===== src/rtl/window_pkg.sv =====
// Shared state type, default widths and the periodic Hann coefficient generator
// used to fill the window coefficient ROM at elaboration time.
package window_pkg;

    typedef enum logic {S_DATA, S_PAD} state_t;

    localparam int DEF_DATA_W = 16;
    localparam int DEF_COEF_W = 16;
    localparam int DEF_Q      = 15;

    localparam int     COS_FRAC = 30;
    localparam longint COS_ONE  = longint'(1) << COS_FRAC;
    localparam longint PI_FIX   = 64'sd3373259426;

    // cos(pi/2 * k/quarter) in COS_FRAC fixed point; the quadrant end points are exact
    function automatic longint cos_quarter(input longint k, input longint quarter);
        longint x, x2, term, sum;
        x    = (PI_FIX * k + quarter) / (2 * quarter);
        x2   = (x * x) >>> COS_FRAC;
        term = COS_ONE;
        sum  = COS_ONE;
        for (int i = 1; i <= 10; i++) begin
            term = -(((term * x2) >>> COS_FRAC) / longint'((2 * i - 1) * (2 * i)));
            sum  = sum + term;
        end
        if (k == 0)
            sum = COS_ONE;
        else if (k == quarter)
            sum = 0;
        return sum;
    endfunction

    function automatic longint hann_coef(input int n, input int len, input int q);
        longint quarter, m, r, c, amp;
        quarter = longint'(len / 4);
        m       = longint'(n % len);
        r       = m % quarter;
        case (m / quarter)
            0:       c = cos_quarter(r, quarter);
            1:       c = -cos_quarter(quarter - r, quarter);
            2:       c = -cos_quarter(r, quarter);
            default: c = cos_quarter(quarter - r, quarter);
        endcase
        amp = (longint'(1) << q) - 1;
        return (amp * (COS_ONE - c) + COS_ONE) / (2 * COS_ONE);
    endfunction

endpackage


===== src/rtl/window_coef_rom.sv =====
// Periodic Hann window coefficient ROM, synchronous read with one cycle of latency.
module window_coef_rom
    import window_pkg::*;
#(
    parameter int FRAME_LEN = 256,
    parameter int COEF_W    = DEF_COEF_W,
    parameter int Q         = DEF_Q,
    localparam int AW       = $clog2(FRAME_LEN)
) (
    input  logic                     clk,
    input  logic                     en,
    input  logic [AW-1:0]            addr,
    output logic signed [COEF_W-1:0] data
);

    logic signed [COEF_W-1:0] coef_table [FRAME_LEN];

    for (genvar g = 0; g < FRAME_LEN; g++) begin : g_coef
        localparam logic signed [COEF_W-1:0] COEF = COEF_W'(hann_coef(g, FRAME_LEN, Q));
        assign coef_table[g] = COEF;
    end

    always_ff @(posedge clk) begin
        if (en)
            data <= coef_table[addr];
    end

endmodule


===== src/rtl/frame_window_pad.sv =====
// Hann-windows FRAME_LEN samples per frame and zero-pads each frame to FFT_LEN elements.
// Build option: define WINDOW_ROUND_EN to round half up before the Q shift instead of truncating.
module frame_window_pad
    import window_pkg::*;
#(
    parameter int DATA_W    = DEF_DATA_W,
    parameter int COEF_W    = DEF_COEF_W,
    parameter int Q         = DEF_Q,
    parameter int FRAME_LEN = 256,
    parameter int FFT_LEN   = 512,
    localparam int IW       = $clog2(FFT_LEN),
    localparam int AW       = $clog2(FRAME_LEN)
) (
    input  logic                     clk,
    input  logic                     rst,
    input  logic signed [DATA_W-1:0] sample_in,
    input  logic                     sample_valid,
    output logic                     sample_ready,
    output logic signed [DATA_W-1:0] sample_out,
    output logic                     sample_out_valid,
    input  logic                     sample_out_ready,
    output logic [IW-1:0]            out_idx,
    output logic                     frame_first,
    output logic                     frame_last
);

    localparam int PW  = DATA_W + COEF_W;
    localparam int PW1 = PW + 1;
    localparam logic [IW-1:0] LAST_DATA = IW'(FRAME_LEN - 1);
    localparam logic [IW-1:0] LAST_ELEM = IW'(FFT_LEN - 1);
    localparam logic signed [PW:0] SAT_MAX = {{(PW - DATA_W + 2){1'b0}}, {(DATA_W - 1){1'b1}}};
    localparam logic signed [PW:0] SAT_MIN = ~SAT_MAX;
`ifdef WINDOW_ROUND_EN
    localparam logic signed [PW:0] RND = {{(PW - Q + 1){1'b0}}, 1'b1, {(Q - 1){1'b0}}};
`else
    localparam logic signed [PW:0] RND = '0;
`endif

    state_t                   state, state_n;
    logic [IW-1:0]            idx, idx_n;
    logic                     en, take, inject;
    logic                     s1_valid;
    logic signed [DATA_W-1:0] s1_operand;
    logic [IW-1:0]            s1_idx;
    logic signed [COEF_W-1:0] coef;
    logic signed [PW:0]       product, shifted;
    logic signed [DATA_W-1:0] windowed;

    // A single enable stalls both stages together, so nothing is dropped or duplicated.
    assign en           = ~sample_out_valid | sample_out_ready;
    assign sample_ready = (state == S_DATA) && en;
    assign take         = sample_ready && sample_valid;
    assign inject       = (state == S_PAD) && en;

    always_comb begin
        state_n = state;
        idx_n   = idx;
        if (take) begin
            idx_n = idx + IW'(1);
            if (idx == LAST_DATA) begin
                if (FFT_LEN == FRAME_LEN)
                    idx_n = '0;
                else
                    state_n = S_PAD;
            end
        end else if (inject) begin
            idx_n = idx + IW'(1);
            if (idx == LAST_ELEM) begin
                idx_n   = '0;
                state_n = S_DATA;
            end
        end
    end

    always_ff @(posedge clk) begin
        if (rst) begin
            state <= S_DATA;
            idx   <= '0;
        end else begin
            state <= state_n;
            idx   <= idx_n;
        end
    end

    always_ff @(posedge clk) begin
        if (rst) begin
            s1_valid   <= 1'b0;
            s1_operand <= '0;
            s1_idx     <= '0;
        end else if (en) begin
            s1_valid   <= take | inject;
            s1_operand <= inject ? '0 : sample_in;
            s1_idx     <= idx;
        end
    end

    window_coef_rom #(
        .FRAME_LEN (FRAME_LEN),
        .COEF_W    (COEF_W),
        .Q         (Q)
    ) u_rom (
        .clk  (clk),
        .en   (en),
        .addr (idx[AW-1:0]),
        .data (coef)
    );

    // A zero pad operand makes the product zero whatever coefficient the ROM returns.
    always_comb begin
        product  = PW1'(s1_operand) * PW1'(coef) + RND;
        shifted  = product >>> Q;
        windowed = shifted[DATA_W-1:0];
        if (shifted > SAT_MAX)
            windowed = SAT_MAX[DATA_W-1:0];
        else if (shifted < SAT_MIN)
            windowed = SAT_MIN[DATA_W-1:0];
    end

    always_ff @(posedge clk) begin
        if (rst) begin
            sample_out_valid <= 1'b0;
            sample_out       <= '0;
            out_idx          <= '0;
            frame_first      <= 1'b0;
            frame_last       <= 1'b0;
        end else if (en) begin
            sample_out_valid <= s1_valid;
            sample_out       <= windowed;
            out_idx          <= s1_idx;
            frame_first      <= s1_valid && (s1_idx == '0);
            frame_last       <= s1_valid && (s1_idx == LAST_ELEM);
        end
    end

endmodule


===== config.mk =====
export PLATFORM = sky130hd
export DESIGN_NAME = frame_window_pad
export DESIGN_NICKNAME = d
export VERILOG_FILES = /design/src/rtl/window_pkg.sv /design/src/rtl/window_coef_rom.sv /design/src/rtl/frame_window_pad.sv
export SDC_FILE = /design/constraint.sdc
export NUM_CORES = 1
export LEC_CHECK = 0
export BUFFER_PORTS_ARGS = -buffer_cell sky130_fd_sc_hd__buf_2
export CORE_MARGIN = 2
export CORE_UTILIZATION = 70
export CTS_BUF_LIST = sky130_fd_sc_hd__clkbuf_4
export CTS_CLUSTER_DIAMETER = 50
export DETAILED_ROUTE_END_ITERATION = 8
export PLACE_DENSITY = 0.88
export SLEW_MARGIN = 20
export SYNTH_ARGS = -nofsm -noshare
export SYNTH_HDL_FRONTEND = slang
export SYNTH_SLANG_ARGS = --single-unit

===== constraint.sdc =====
create_clock -name clk -period 12.05 [get_ports clk]
set_input_delay 0 -clock clk [delete_from_list [all_inputs] [get_ports clk]]
set_output_delay 0 -clock clk [all_outputs]
set_load 0.01 [all_outputs]

After elaboration in Yosys (flattened, before gate mapping). Memory sizes are Yosys's and may differ from the RTL's. A register that Yosys moved wholly into a read port is not among the register bits. Cells that the tools add are included.

Bits in registers: 64. ROM bits: 4096. Input port bits: 20. Output and inout port bits: 29. Word-level logic and storage cells: 43. Memories kept: 1.

$add $sub $neg: 1. Multipliers: 1. Magnitude comparators: 2. Eq/ne operators: 4. Muxes and demuxes: 10. Bitwise operators: 5. Reductions and logical operators: 9.

Memory list: (no name shown) (words 256, bits a word 16, rd ports 1, clocked after memory_dff 1, wr ports 0, RTL line window_coef_rom.sv:25) `data <= coef_table[addr];`.

Operators by type and width (count): two-way mux 16 bit (3); multiplier 16 x 16 -> 32 bit (1); two-way mux 9 bit (3); == test 9 bit (second input constant) (2); greater-than comparator 17 x 16 -> 1 bit (second input constant) (1); less-than comparator 17 x 16 -> 1 bit (second input constant) (1); adder 9 x 1 -> 9 bit (second input constant) (1); == test 9 x 8 -> 1 bit (second input constant) (1); zero test 9 bit (1); inverter 8 -> 9 bit (1); logical AND 1 bit (5); two-way mux 1 bit (4); nonzero test 2 bit (2); AND reduction 3 bit (1); inequality test 2 x 1 -> 1 bit (second input constant) (1); inverter 1 bit (2); OR 1 bit (2).

Depth between registers and ports, before layout.
Depth in word-level cells: 6. Mapped depth: 26. Gate-level depth less buffers: 24.

Hierarchy. From an unflattened synthesis, not the netlist that was laid out.

Cells, all modules: 2082. Area total of the unflattened synthesis: 16866.2 um^2.

Modules (own cells, without submodules): frame_window_pad (instances 1, cells each 1377, area an instance 12229.2 um^2, sequential area each 1281.2 um^2); window_coef_rom (instances 1, cells each 705, area an instance 4636.9 um^2, sequential area each 450.4 um^2).

Least setup slack after synthesis. No wires, ideal clock.

Kind: flip-flop to flip-flop. From: register s1_operand[15]. To: register sample_out[0]. Arrival: 6229 ps. Path slack: 5653 ps. Stages on the path, launching flop included: 20. Buffers on the path: 1. Cells stage by stage: dfxtp_1 -> clkbuf_1 -> nand2_1 -> fa_1 -> fa_1 -> inv_1 -> fa_1 -> fa_1 -> fa_1 -> inv_1 -> fa_1 -> inv_1 -> ha_1 -> a2111oi_0 -> a31oi_1 -> o31ai_2 -> o221ai_2 -> xnor2_2 -> maj3_2 -> a211oi_2.

Longest elaborated chain between the ends: 4.

Ends and longest elaborated chain: from (decl) (RTL line frame_window_pad.sv:43) `logic signed [DATA_W-1:0] s1_operand;`; from (signal assigned) (RTL line frame_window_pad.sv:92) `s1_operand <= inject ? '0 : sample_in;`; multiplier 16 x 16 -> 32 bit (*) (RTL line frame_window_pad.sv:110) `product = PW1'(s1_operand) * PW1'(coef) + RND;`; less-than comparator 17 x 16 -> 1 bit (RTL line frame_window_pad.sv:115) `else if (shifted < SAT_MIN)`; two-way mux 16 bit (RTL line frame_window_pad.sv:115); two-way mux 16 bit (*) (RTL line frame_window_pad.sv:113) `if (shifted > SAT_MAX)`; to (signal assigned) (RTL line frame_window_pad.sv:128) `sample_out <= windowed;`; to (decl) (RTL line frame_window_pad.sv:19) `output logic signed [DATA_W-1:0] sample_out,`.

Mark *: on every way between the ends. The rest lies on a longest branch, timed or not. A chain may end at the register's enable or synchronous reset.

Worst setup path in the final report.
From: register s1_operand[5]. To: register sample_out[10].

Same word-level chain as after synthesis.

==> flow_summary.toml <==
[floorplanning]
core-area_um2 = 22800
die_h_um = 157
die_w_um = 157
die_area_um2 = 24700
initial_core_util = 0.718
io_pins = 49
row_count = 55

[logic_synthesis]
synth_cells = 2086
ys_ff_latch = 79
synth_area_um2 = 16400
synth_edf_count = 15
synth_fa_ha_area_frac = 0.381
yosysSeqAreaShare = 0.106
synth_top_flop_cell = "dfxtp_1"
synth_compound_area_frac = 0.189
synthArstFlopShare = 0
synth_top_family_by_area = "adder cells"
synth_mux_area_frac = 0.00733
syn_area_per_cell_um2 = 7.86
syn_nets = 2451
synth_xor_area_frac = 0.0175
yosysWarnings = 0
synthSimpleGateAreaFrac = 0.199
yosysUniqueCellTypes = 74

[finish]
nets = 2395
utilization = 0.743
n_fill_cell = 1675
drive_above_1_share = 0.0595
area_growth_pct = 3.53

[setup_path]
worstSetupEndpointType = "register"
worst_path_most_repeated_cell = "fa_1"
r2r-end = "sample_out[10]$_SDFFE_PP0N_"
reg2reg_from = "s1_operand[5]$_SDFFE_PP0N_"
path_class = "register to register"
r2r_cells = 22
path_max_fanout = 16
path_buf_inv = 5
crit_arrival_ps = 7690
start_kind = "register"
crit_path_max_incr_delay_ps = 1010
path_delay_family = "adder cells"
crit_chain = "nand2_1 > fa_1 > inv_1 > fa_1 > inv_1 > fa_1 > inv_1 > fa_1 > fa_1 > inv_1 > fa_1 > inv_1 > ha_1 > nand2_1 > a21oi_1 > nor2_1 > a2111oi_4 > o31ai_2 > o21ai_4 > mux2i_1 > nand2_1 > a211oi_1"
required_ps = 12460
cp_slowest_cell = "dfxtp_1"
r2r_slack_ps = 4770

[place]
place_ws_ps = 4950
post-dp-hpwl_um = 40600
gp_congestion = 1.10
io_buffer_count = 48

[sta]
drv_slew = 0
maxSlewHeadroom = 0.334
finClkSkew_ps = 24.9
fmax_ghz = 0.137
post-route-min-period_ps = 7280
finalSetupViolCount = 0
grt_setup_unrepaired = "false"
worst_slew_pin_slew_ps = 997
whs_ps = 129
finalCritPeriodShare = 0.604
finalHoldViolCount = 0
layout_setup_ws_ps = 4770
setup_tns_ps = 0

[clock_tree]
cts_tree = "yes"
clk_pin_slew_ps = 170
numCtsBuffers = 9
clock_latency_ps = 500
clockBufferDepth = 2
clkSinkCount = 79
clockRootBuffer = "clkbuf_4"
post_cts_resized = 0
cts.htree.levels = 3

[power]
p_per_area_nw_per_um2 = 68.4
total_power_mw = 1.16
ir_worst_vdd_mv = 0.0831
leakage_nw = 7.80

[drt]
antenna_left = 0
drc = 7
vias = 16213
dr.pass1.iters = 9
drtIter0Drc = 2578
avgRoutedWirePerCell_um = 24.0
wl_um = 56300
vias_per_cell = 6.90

[global_route]
gr-usage-all-layers = 0.464
grt_pass1_wl_um = 87200
grt_max_degree = 80
grt_pass1_vias = 16192
antenna_found_initial = 4
grt_overflow_total = 0

[job]
max-cap-violations = 0

[status]
violations = "DRC"
status = "finished, violations left"

[hold_path]
min_path_cells = 5
hp-start = "sample_out_ready"
hold_path_class = "primary input to register"
min_to = "s1_valid$_SDFFE_PP0N_"
[worst register-to-register path, stage by stage, from the launching register on]
cell and delay [ps]:
dfxtp_1 1010, nand2_1 210, fa_1 610, inv_1 70, fa_1 390, inv_1 80
fa_1 410, inv_1 100, fa_1 430, fa_1 510, inv_1 50, fa_1 480
inv_1 40, ha_1 330, nand2_1 140, a21oi_1 330, nor2_1 150, a2111oi_4 400
o31ai_2 190, o21ai_4 270, mux2i_1 550, nand2_1 140, a211oi_1 310
[final cells by class]
class	count	area (um^2)	share of cell area
inverter	287	1080	0.0635
antenna	2	5.00	0.000295
clock buffer	9	67.6	0.00398
clock inverter	7	109	0.00641
multi-input combinational	1568	13000	0.767
timing repair buffer	85	561	0.0330
tap	313	392	0.0231
sequential	79	1740	0.103
[logic make-up after synthesis]
logic type	after synthesis
AND/OR/NAND/NOR	700
AO/OA/AOI/OAI	477
buffers and inverters	439
adder cells (fa/ha/maj)	353
flip-flops	79
XOR/XNOR	31
multiplexers	7
[metrics by stage]
stage / instance area [um^2] / std cells
finish: 17000 / 2350
global route: 17000 / 2349
CTS: 17000 / 2348
detailed placement: 16600 / 2315
global placement: 16600 / 2315
floorplan: 16400 / 2086
[metal layers]
metal	part of all wire	vias to the layer above	track usage
met5	0.00023	-	0
met3	0.15	423	0.167
met4	0.076	2	0.275
met2	0.44	1418	0.704
li1	-	6780	-
met1	0.34	7590	0.571
[cells in the mapped netlist, drive strengths merged, types with 11 or more instances]
cell type | n | share of area
a21oi | 151 | 0.046
nand2 | 299 | 0.068
nor2 | 133 | 0.030
inv | 284 | 0.065
xnor2 | 22 | 0.013
nor2b | 11 | 0.0042
clkbuf | 130 | 0.030
buf | 22 | 0.0052
dfxtp | 64 | 0.078
and2 | 130 | 0.050
a31oi | 27 | 0.010
ha | 100 | 0.076
a311oi | 20 | 0.011
nand4 | 12 | 0.0046
a211oi | 35 | 0.018
o311ai | 11 | 0.0059
o211ai | 17 | 0.0081
o21ai | 117 | 0.036
nand3b | 22 | 0.010
edfxtp | 15 | 0.027
nor3 | 33 | 0.010
nand3 | 27 | 0.0082
fa | 245 | 0.30
[layout by cell type (no fill, tap or decap), types with 7 or more instances in the layout]
master	n
buf_4	20
a221oi_1	7
a31oi_1	27
nor2b_1	10
a211oi_1	28
maj3_2	7
dlygate4sd3_1	17
nand2_1	299
xnor2_1	20
nor2_1	133
edfxtp_1	15
o21ai_0	114
a211oi_2	7
inv_1	283
o22ai_1	7
a311oi_1	20
dfxtp_1	59
a221o_1	7
or3_1	8
xor2_1	9
o311ai_0	11
nand3_1	27
a21o_1	8
buf_2	48
and2_1	129
nand4_1	12
nand3b_1	22
clkbuf_4	9
o211ai_1	16
nand2b_1	8
nor3_1	33
a21oi_1	150
nor4_1	7
fa_1	245
a22oi_1	7
ha_1	100
[sequential cells by signal, indices dropped and copies added (netlist names)]
signal	cells
frame_first	1
sample_out_valid	1
idx	9
s1_valid	1
s1_operand	16
state	1
frame_last	1
sample_out	16
out_idx	9
s1_idx	9
u_rom.data	15
[where the power goes]
group / internal (mW) / switching, mW
Combinational: 0.225 / 0.378
Clock: 0.0894 / 0.123
Sequential: 0.298 / 0.0475
[how the worst max path moves through the flow]
stage | start | to | slack, ps | cells past startpoint
after floorplan | s1_operand[15]$_SDFFE_PP0N_ | sample_out[0]$_SDFFE_PP0N_ | 5650 | 19
after global placement | u_rom.data[1]$_DFFE_PN_ | sample_out[12]$_SDFFE_PP0N_ | 5170 | 18
after detailed placement | u_rom.data[1]$_DFFE_PN_ | sample_out[10]$_SDFFE_PP0N_ | 4950 | 18
after CTS | u_rom.data[1]$_DFFE_PN_ | sample_out[10]$_SDFFE_PP0N_ | 4920 | 18
after global routing | u_rom.data[1]$_DFFE_PN_ | sample_out[10]$_SDFFE_PP0N_ | 4420 | 18
final | s1_operand[5]$_SDFFE_PP0N_ | sample_out[10]$_SDFFE_PP0N_ | 4770 | 22
[timing repair]
item                                   in CTS  in global routing
buffers inserted                            0                  0
hold buffers                               17                  0
endpoints found under the hold margin      18                  0
No activity file was read; power rests on OpenSTA's default activity.
